$ cat src/rtl/ob_pkg.sv
// ob_pkg: order-book shared types and the market-order queue depth.
package ob_pkg;
  localparam int UID_W = 16;
  localparam int PRICE_W = 16;
  localparam int QTY_W = 16;
  localparam int MK_QUEUE_N = 8;
  typedef logic [UID_W-1:0] uid_t;
  typedef logic [PRICE_W-1:0] price_t;
  typedef logic [QTY_W-1:0] quantity_t;
  typedef struct packed {
    uid_t      uid;
    price_t    price;
    quantity_t quantity;
  } table_t;
endpackage

$ cat src/rtl/ob_mk_queue_fifo.sv
// ob_mk_queue_fifo: D-entry backing FIFO behind the head register; pointers wrap modulo D by compare.
// Ports: wr_en_i/wr_data_i write, rd_en_i advances the read pointer, rd_data_o shows the oldest entry, count_o is occupancy.
module ob_mk_queue_fifo
  import ob_pkg::*;
#(
  parameter int D = 7,
  parameter int PW = (D > 1) ? $clog2(D) : 1,
  parameter int CW = $clog2(D + 1)
) (
  input  logic          clk,
  input  logic          rst,
  input  logic          wr_en_i,
  input  table_t        wr_data_i,
  input  logic          rd_en_i,
  output table_t        rd_data_o,
  output logic [CW-1:0] count_o
);
  logic [PW-1:0] wr_ptr_q, wr_ptr_d, rd_ptr_q, rd_ptr_d;
  logic [CW-1:0] count_q, count_d;
  table_t mem_q [D];
  always_comb begin
    wr_ptr_d = wr_en_i ? ((wr_ptr_q == PW'(D - 1)) ? '0 : wr_ptr_q + PW'(1)) : wr_ptr_q;
    rd_ptr_d = rd_en_i ? ((rd_ptr_q == PW'(D - 1)) ? '0 : rd_ptr_q + PW'(1)) : rd_ptr_q;
    count_d  = count_q + CW'(wr_en_i) - CW'(rd_en_i);
  end
  always_ff @(posedge clk or posedge rst) begin
    if (rst) begin
      wr_ptr_q <= '0;
      rd_ptr_q <= '0;
      count_q  <= '0;
    end else begin
      wr_ptr_q <= wr_ptr_d;
      rd_ptr_q <= rd_ptr_d;
      count_q  <= count_d;
    end
  end
  always_ff @(posedge clk) begin
    if (wr_en_i) mem_q[wr_ptr_q] <= wr_data_i;
  end
  assign rd_data_o = mem_q[rd_ptr_q];
  assign count_o   = count_q;
endmodule

$ cat src/rtl/ob_mk_queue.sv
// ob_mk_queue: market-order queue for one book side with a registered head entry and trade retire/update path.
// Ports: push_vld/push_data/push_rdy enqueue; pop retires head; upd_vld/upd_quantity rewrite head quantity;
// head_r/empty_r/full_r/count_r/err_r are registered status, err_r is sticky until rst.
module ob_mk_queue
  import ob_pkg::*;
#(
  parameter int N = MK_QUEUE_N,
  parameter int W_CNT = $clog2(N + 1)
) (
  input  logic             clk,
  input  logic             rst,
  input  logic             push_vld,
  input  table_t           push_data,
  output logic             push_rdy,
  input  logic             pop,
  input  logic             upd_vld,
  input  quantity_t        upd_quantity,
  output table_t           head_r,
  output logic             empty_r,
  output logic             full_r,
  output logic [W_CNT-1:0] count_r,
  output logic             err_r
);
  localparam int FCW = $clog2(N);
  table_t head_q, head_d, fifo_rd_data;
  logic [W_CNT-1:0] count_q, count_d;
  logic [FCW-1:0] fifo_cnt;
  logic empty_q, full_q, err_q, err_d;
  logic do_pop, do_upd, push_ok, fifo_wr, fifo_rd;
  // A zero-quantity update is a full consumption, so it retires like pop.
  assign do_pop  = (pop | (upd_vld & (upd_quantity == '0))) & ~empty_q;
  assign do_upd  = upd_vld & ~pop & (upd_quantity != '0) & ~empty_q;
  assign push_ok = push_vld & (~full_q | do_pop);
  always_comb begin
    head_d  = head_q;
    count_d = count_q;
    fifo_wr = 1'b0;
    fifo_rd = 1'b0;
    if (push_ok && !do_pop) begin
      if (empty_q) head_d = push_data;
      else fifo_wr = 1'b1;
      count_d = count_q + W_CNT'(1);
    end else if (do_pop && !push_ok) begin
      if (fifo_cnt != '0) begin
        head_d  = fifo_rd_data;
        fifo_rd = 1'b1;
      end
      count_d = count_q - W_CNT'(1);
    end else if (do_pop && push_ok) begin
      if (count_q == W_CNT'(1)) head_d = push_data;
      else begin
        head_d  = fifo_rd_data;
        fifo_rd = 1'b1;
        fifo_wr = 1'b1;
      end
    end
    if (do_upd) head_d.quantity = upd_quantity;
    err_d = err_q | (pop & upd_vld) | ((pop | upd_vld) & empty_q) | (push_vld & full_q & ~do_pop);
  end
  always_ff @(posedge clk or posedge rst) begin
    if (rst) begin
      head_q  <= '0;
      count_q <= '0;
      empty_q <= 1'b1;
      full_q  <= 1'b0;
      err_q   <= 1'b0;
    end else begin
      head_q  <= head_d;
      count_q <= count_d;
      empty_q <= count_d == '0;
      full_q  <= count_d == W_CNT'(N);
      err_q   <= err_d;
    end
  end
  ob_mk_queue_fifo #(.D(N - 1)) u_fifo (
    .clk       (clk),
    .rst       (rst),
    .wr_en_i   (fifo_wr),
    .wr_data_i (push_data),
    .rd_en_i   (fifo_rd),
    .rd_data_o (fifo_rd_data),
    .count_o   (fifo_cnt)
  );
  assign head_r   = head_q;
  assign count_r  = count_q;
  assign empty_r  = empty_q;
  assign full_r   = full_q;
  assign err_r    = err_q;
  assign push_rdy = ~full_q;
endmodule

$ cat config.mk
export PLATFORM = sky130hd
export DESIGN_NAME = ob_mk_queue
export DESIGN_NICKNAME = d
export VERILOG_FILES = /design/src/rtl/ob_pkg.sv /design/src/rtl/ob_mk_queue_fifo.sv /design/src/rtl/ob_mk_queue.sv
export SDC_FILE = /design/constraint.sdc
export NUM_CORES = 1
export LEC_CHECK = 0
export BUFFER_PORTS_ARGS = -buffer_cell sky130_fd_sc_hd__buf_2
export CORE_UTILIZATION = 40
export CTS_CLUSTER_DIAMETER = 120
export DETAILED_ROUTE_END_ITERATION = 7
export SLEW_MARGIN = 20
export SYNTH_ARGS = -nofsm -noshare
export SYNTH_HDL_FRONTEND = slang
export SYNTH_SLANG_ARGS = --single-unit
$ cat constraint.sdc
create_clock -name clk -period 14.2 [get_ports clk]
set_input_delay 2.13 -clock clk [delete_from_list [all_inputs] [get_ports clk]]
set_output_delay 2.13 -clock clk [all_outputs]
set_load 0.03 [all_outputs]
==> impl_results.html <==
<table>
<tr><th>Metric</th><th>Value</th></tr>
<tr><th colspan="2">Status</th></tr>
<tr><td>Run status</td><td>finished clean</td></tr>
<tr><th colspan="2">Routing</th></tr>
<tr><td>Total length of routed wires</td><td>36,570 um</td></tr>
<tr><td>Vias after detailed routing</td><td>9,483</td></tr>
<tr><td>Avg Vias per Cell</td><td>5.428</td></tr>
<tr><td>Wire per inst</td><td>20.93 um</td></tr>
<tr><td>Antenna Violating Nets Remaining</td><td>0</td></tr>
<tr><td>Residual DRC count</td><td>0</td></tr>
<tr><td>DR pass1 iterations</td><td>4</td></tr>
<tr><td>DRC marker count from the first detailed-route iteration</td><td>613</td></tr>
<tr><th colspan="2">Final layout</th></tr>
<tr><td>Commonest cells after routing, fill and taps aside</td><td>336 x edfxtp_1, 124 x buf_2, 96 x nand2_1, 60 x dfrtp_1</td></tr>
<tr><td>Growth of design area from synthesis to finish</td><td>15.11%</td></tr>
<tr><td>Most common cell after layout, fill and taps aside</td><td>edfxtp_1</td></tr>
<tr><td>Number of nets at the end of the flow</td><td>1,258</td></tr>
<tr><td>Share of the core filled with cells</td><td>0.4676</td></tr>
<tr><td>Count of placed standard cells in the final layout, fillers left out</td><td>1,747</td></tr>
<tr><td>Fraction of layout instances using a drive strength above 1</td><td>0.2381</td></tr>
<tr><th colspan="2">Logic synthesis</th></tr>
<tr><td>Post-Syn Instances</td><td>1,072</td></tr>
<tr><td>Ys async rst share</td><td>0.1600</td></tr>
<tr><td>Post-synth top area share</td><td>0.6069</td></tr>
<tr><td>Part of the Yosys area used for sequential elements</td><td>0.7033</td></tr>
<tr><td>Mapped Avg Cell Area</td><td>15.51 um^2</td></tr>
<tr><td>Synth Net Count</td><td>1,147</td></tr>
<tr><td>Cell taking the most area after synthesis</td><td>edfxtp_1</td></tr>
<tr><td>Yosys warning count</td><td>0</td></tr>
<tr><td>Post-synth EDFFs</td><td>336</td></tr>
<tr><td>Combined area of all synthesized cells</td><td>16,620 um^2</td></tr>
<tr><td>Most used DFF post-synth</td><td>edfxtp_1</td></tr>
<tr><td>Number of distinct library cells after synthesis</td><td>62</td></tr>
<tr><td>Biggest area contributors in the synthesized netlist</td><td>edfxtp_1 61%, dfrtp_1 9.5%, mux4_2 6.5%</td></tr>
<tr><td>Register bit count reported by yosys</td><td>400</td></tr>
<tr><th colspan="2">Setup path</th></tr>
<tr><td>Worst setup path endpoint</td><td>u_fifo.mem_q[3][46]$_DFFE_PP_</td></tr>
<tr><td>Startpoint of the most critical setup path</td><td>upd_quantity[4]</td></tr>
<tr><td>Start of the worst register-to-register path</td><td>u_fifo.rd_ptr_q[1]$_DFFE_PP0P_</td></tr>
<tr><td>Critical Path Stages</td><td>7</td></tr>
<tr><td>Slowest stage delay, CP</td><td>600 ps</td></tr>
<tr><td>Slack of the worst reg-to-reg path</td><td>11,110 ps</td></tr>
<tr><td>CP Max Fanout</td><td>30</td></tr>
<tr><td>Data arrival time of the critical path</td><td>4850 ps</td></tr>
<tr><td>Combined buffer and inverter count along the critical path</td><td>2</td></tr>
<tr><td>Cell type of the slowest stage on the worst timing path</td><td>nor2_4</td></tr>
<tr><td>Number of cell instances on the worst register-to-register path</td><td>6</td></tr>
<tr><td>Crit. End Element</td><td>flip-flop</td></tr>
<tr><td>Crit-path leading delay family</td><td>simple AND/OR/NAND/NOR gates</td></tr>
<tr><td>FF-to-FF End</td><td>head_r[27]$_DFFE_PP0P_</td></tr>
<tr><td>CP Data Required Time</td><td>14,370 ps</td></tr>
<tr><td>Critical path launch point type</td><td>primary input</td></tr>
<tr><td>Crit-path cells</td><td>buf_2 &gt; nor4_4 &gt; nand4_1 &gt; o211ai_1 &gt; o211ai_2 &gt; nor2_4 &gt; buf_4</td></tr>
<tr><td>Category of the critical setup timing path</td><td>in -&gt; reg</td></tr>
<tr><th colspan="2">GRT</th></tr>
<tr><td>Global-route wire length before repair</td><td>57,470 um</td></tr>
<tr><td>Total overflow reported by the global router</td><td>0</td></tr>
<tr><td>Largest net degree at the start of global routing</td><td>77</td></tr>
<tr><td>GRT Total Usage</td><td>0.1782</td></tr>
<tr><td>Number of antenna violations at the first check in global routing</td><td>1</td></tr>
<tr><td>Via count of the first global-routing pass</td><td>9,570</td></tr>
<tr><th colspan="2">STA</th></tr>
<tr><td>Post-Route Setup TNS</td><td>0 ps</td></tr>
<tr><td>Tightest hold margin</td><td>476.0 ps</td></tr>
<tr><td>Share of the clock period used by the worst path</td><td>0.3294</td></tr>
<tr><td>Number of pins exceeding their max-slew limit in the final report</td><td>0</td></tr>
<tr><td>Measured slew at the worst slew-check pin</td><td>964.2 ps</td></tr>
<tr><td>Total of endpoints with negative setup slack in the final report</td><td>0</td></tr>
<tr><td>Worst slew margin relative to its limit</td><td>0.3572</td></tr>
<tr><td>RSZ-0062 raised after global routing</td><td>no</td></tr>
<tr><td>Time the worst path needs with I/O delays and setup</td><td>4677 ps</td></tr>
<tr><td>Final count of hold timing violations</td><td>0</td></tr>
<tr><td>Maximum clock rate</td><td>0.2138 GHz</td></tr>
<tr><td>Post-Route Skew</td><td>15.78 ps</td></tr>
<tr><th colspan="2">CTS</th></tr>
<tr><td>Clock sink total</td><td>400</td></tr>
<tr><td>Post-CTS Setup Inserts</td><td>0</td></tr>
<tr><td>CTS Buf Count</td><td>41</td></tr>
<tr><td>Maximum clock insertion buffer count</td><td>3</td></tr>
<tr><td>Maximum level of the CTS H-tree</td><td>2</td></tr>
<tr><td>Clock transition at the registers of the reported paths</td><td>60 ps</td></tr>
<tr><td>TritonCTS clock tree</td><td>done</td></tr>
<tr><td>Source-to-sink clock delay at the later pin of the worst-skew pair</td><td>530 ps</td></tr>
<tr><td># resized after CTS</td><td>0</td></tr>
<tr><td>CTS root buf</td><td>clkbuf_16</td></tr>
<tr><td>Cts hold-fix bufs</td><td>0</td></tr>
<tr><th colspan="2">Floorplan</th></tr>
<tr><td>Starting density of the core</td><td>0.4062</td></tr>
<tr><td>Total core area</td><td>40,920 um^2</td></tr>
<tr><td>Die area</td><td>42,380 um^2</td></tr>
<tr><td>FP Rows</td><td>74</td></tr>
<tr><td>Width of the die</td><td>205.9 um</td></tr>
<tr><td>Die Y</td><td>205.9 um</td></tr>
<tr><td>Ports</td><td>125</td></tr>
<tr><th colspan="2">Place</th></tr>
<tr><td>Port buffer count</td><td>124</td></tr>
<tr><td>Number of placed instances with taps included</td><td>1,671</td></tr>
<tr><td>Routability congestion estimate from global placement</td><td>0.7946</td></tr>
<tr><td>Sum of net half-perimeters after detailed placement</td><td>21,840 um</td></tr>
<tr><th colspan="2">Power</th></tr>
<tr><td>P_leak</td><td>6.782 nW</td></tr>
<tr><td>Final Total Pwr</td><td>4.018 mW</td></tr>
<tr><td>Power density cells</td><td>210.0 nW/um^2</td></tr>
<tr><td>Largest vdd supply drop</td><td>0.09716 mV</td></tr>
<tr><th colspan="2">Min path</th></tr>
<tr><td>Hold Crit Start</td><td>head_r[29]$_DFFE_PP0P_</td></tr>
<tr><td>Hold Path Cell Cnt</td><td>2</td></tr>
<tr><td>Path category of the worst min-delay check</td><td>reg -&gt; reg</td></tr>
<tr><th colspan="2">Flow run</th></tr>
<tr><td>Number of max-cap violations</td><td>0</td></tr>
</table>
==> cells in the mapped netlist, types with 2 or more instances <==
cell type	instances
xnor2_1	2
nor3_1	48
nor4_1	6
o21a_1	19
buf_1	9
o21ai_0	55
nor2_1	4
mux2i_1	55
ha_1	5
o21ai_1	21
o32ai_1	11
o2111ai_1	2
o211ai_1	28
dfrtp_1	63
inv_1	12
buf_2	21
mux2_2	3
and2_1	3
mux4_2	48
nand4_1	4
a211o_1	33
or4_1	2
nor4_4	4
o2bb2ai_1	2
nand3_1	15
o22ai_1	6
or3_1	2
buf_4	5
a21oi_1	42
nand2b_1	4
nor2b_1	34
clkbuf_1	44
edfxtp_1	336
nand2_1	96
==> stage by stage <==
stage / setup WS, ps / cell area [um^2]
2_1_floorplan: 5385 / 16620
3_3_place_gp: 9018 / 17800
3_5_place_dp: 8942 / 17800
4_1_cts: 9517 / 19110
5_1_grt: 9318 / 19130
6_report: 9523 / 19140
==> sequential cells by signal, indices dropped and copies added, names as in the netlist <==
name,count
head_r,48
u_fifo.wr_ptr_q,3
u_fifo.count_o,3
empty_r,1
u_fifo.mem_q,336
count_r,4
full_r,1
err_r,1
u_fifo.rd_ptr_q,3
==> worst min path at each step <==
stage                                             end  slack (ps)
final                          head_r[29]$_DFFE_PP0P_         480
after CTS                             err_r$_DFF_PP0_         480
after floorplan           u_fifo.count_o[2]$_DFF_PP0_         580
after detailed placement              err_r$_DFF_PP0_         460
after global placement                err_r$_DFF_PP0_         460
after global routing           head_r[44]$_DFFE_PP0P_         510
==> report_power, final <==
part | total, mW | switching (mW) | leakage, nW | internal, mW
combinational | 1.28 | 0.754 | 2.33 | 0.524
clock | 1.04 | 0.426 | 0.635 | 0.614
sequential | 1.70 | 0.182 | 3.82 | 1.52
total | 4.02 | 1.36 | 6.78 | 2.66
==> routing by layer <==
layer,GRT usage,part of all wire,up-vias
met5,0,0,-
met4,0.04806,0.020,0
met3,0.02586,0.038,50
met2,0.2932,0.49,193
met1,0.2479,0.45,4827
li1,-,-,4413
==> final cells by class <==
class	instances	area (um^2)
Timing Repair Buffer	148	820.8
Tap cell	532	665.6
Multi-Input combinational cell	579	4587
Fill cell	3556	21790
Clock inverter	18	173.9
Antenna cell	1	2.502
Sequential cell	400	11700
Inverter	13	48.80
Clock buffer	56	1134
==> worst reg2reg max path: cells and delay by family (launching register included) <==
family,cells,cell delay (ps)
buffers and inverters,1,830
AND/OR/NAND/NOR,1,150
flip-flops,1,980
multiplexers,1,420
AO/OA/AOI/OAI,3,600
==> logic make-up after synthesis <==
family,synth area share
compound gates,0.09220
buf+inv,0.02416
xor+xnor,0.001581
mux,0.1002
fa+ha+maj,0.004967
flops,0.7033
simple gates,0.07361
(Power assumes the default switching activity.)
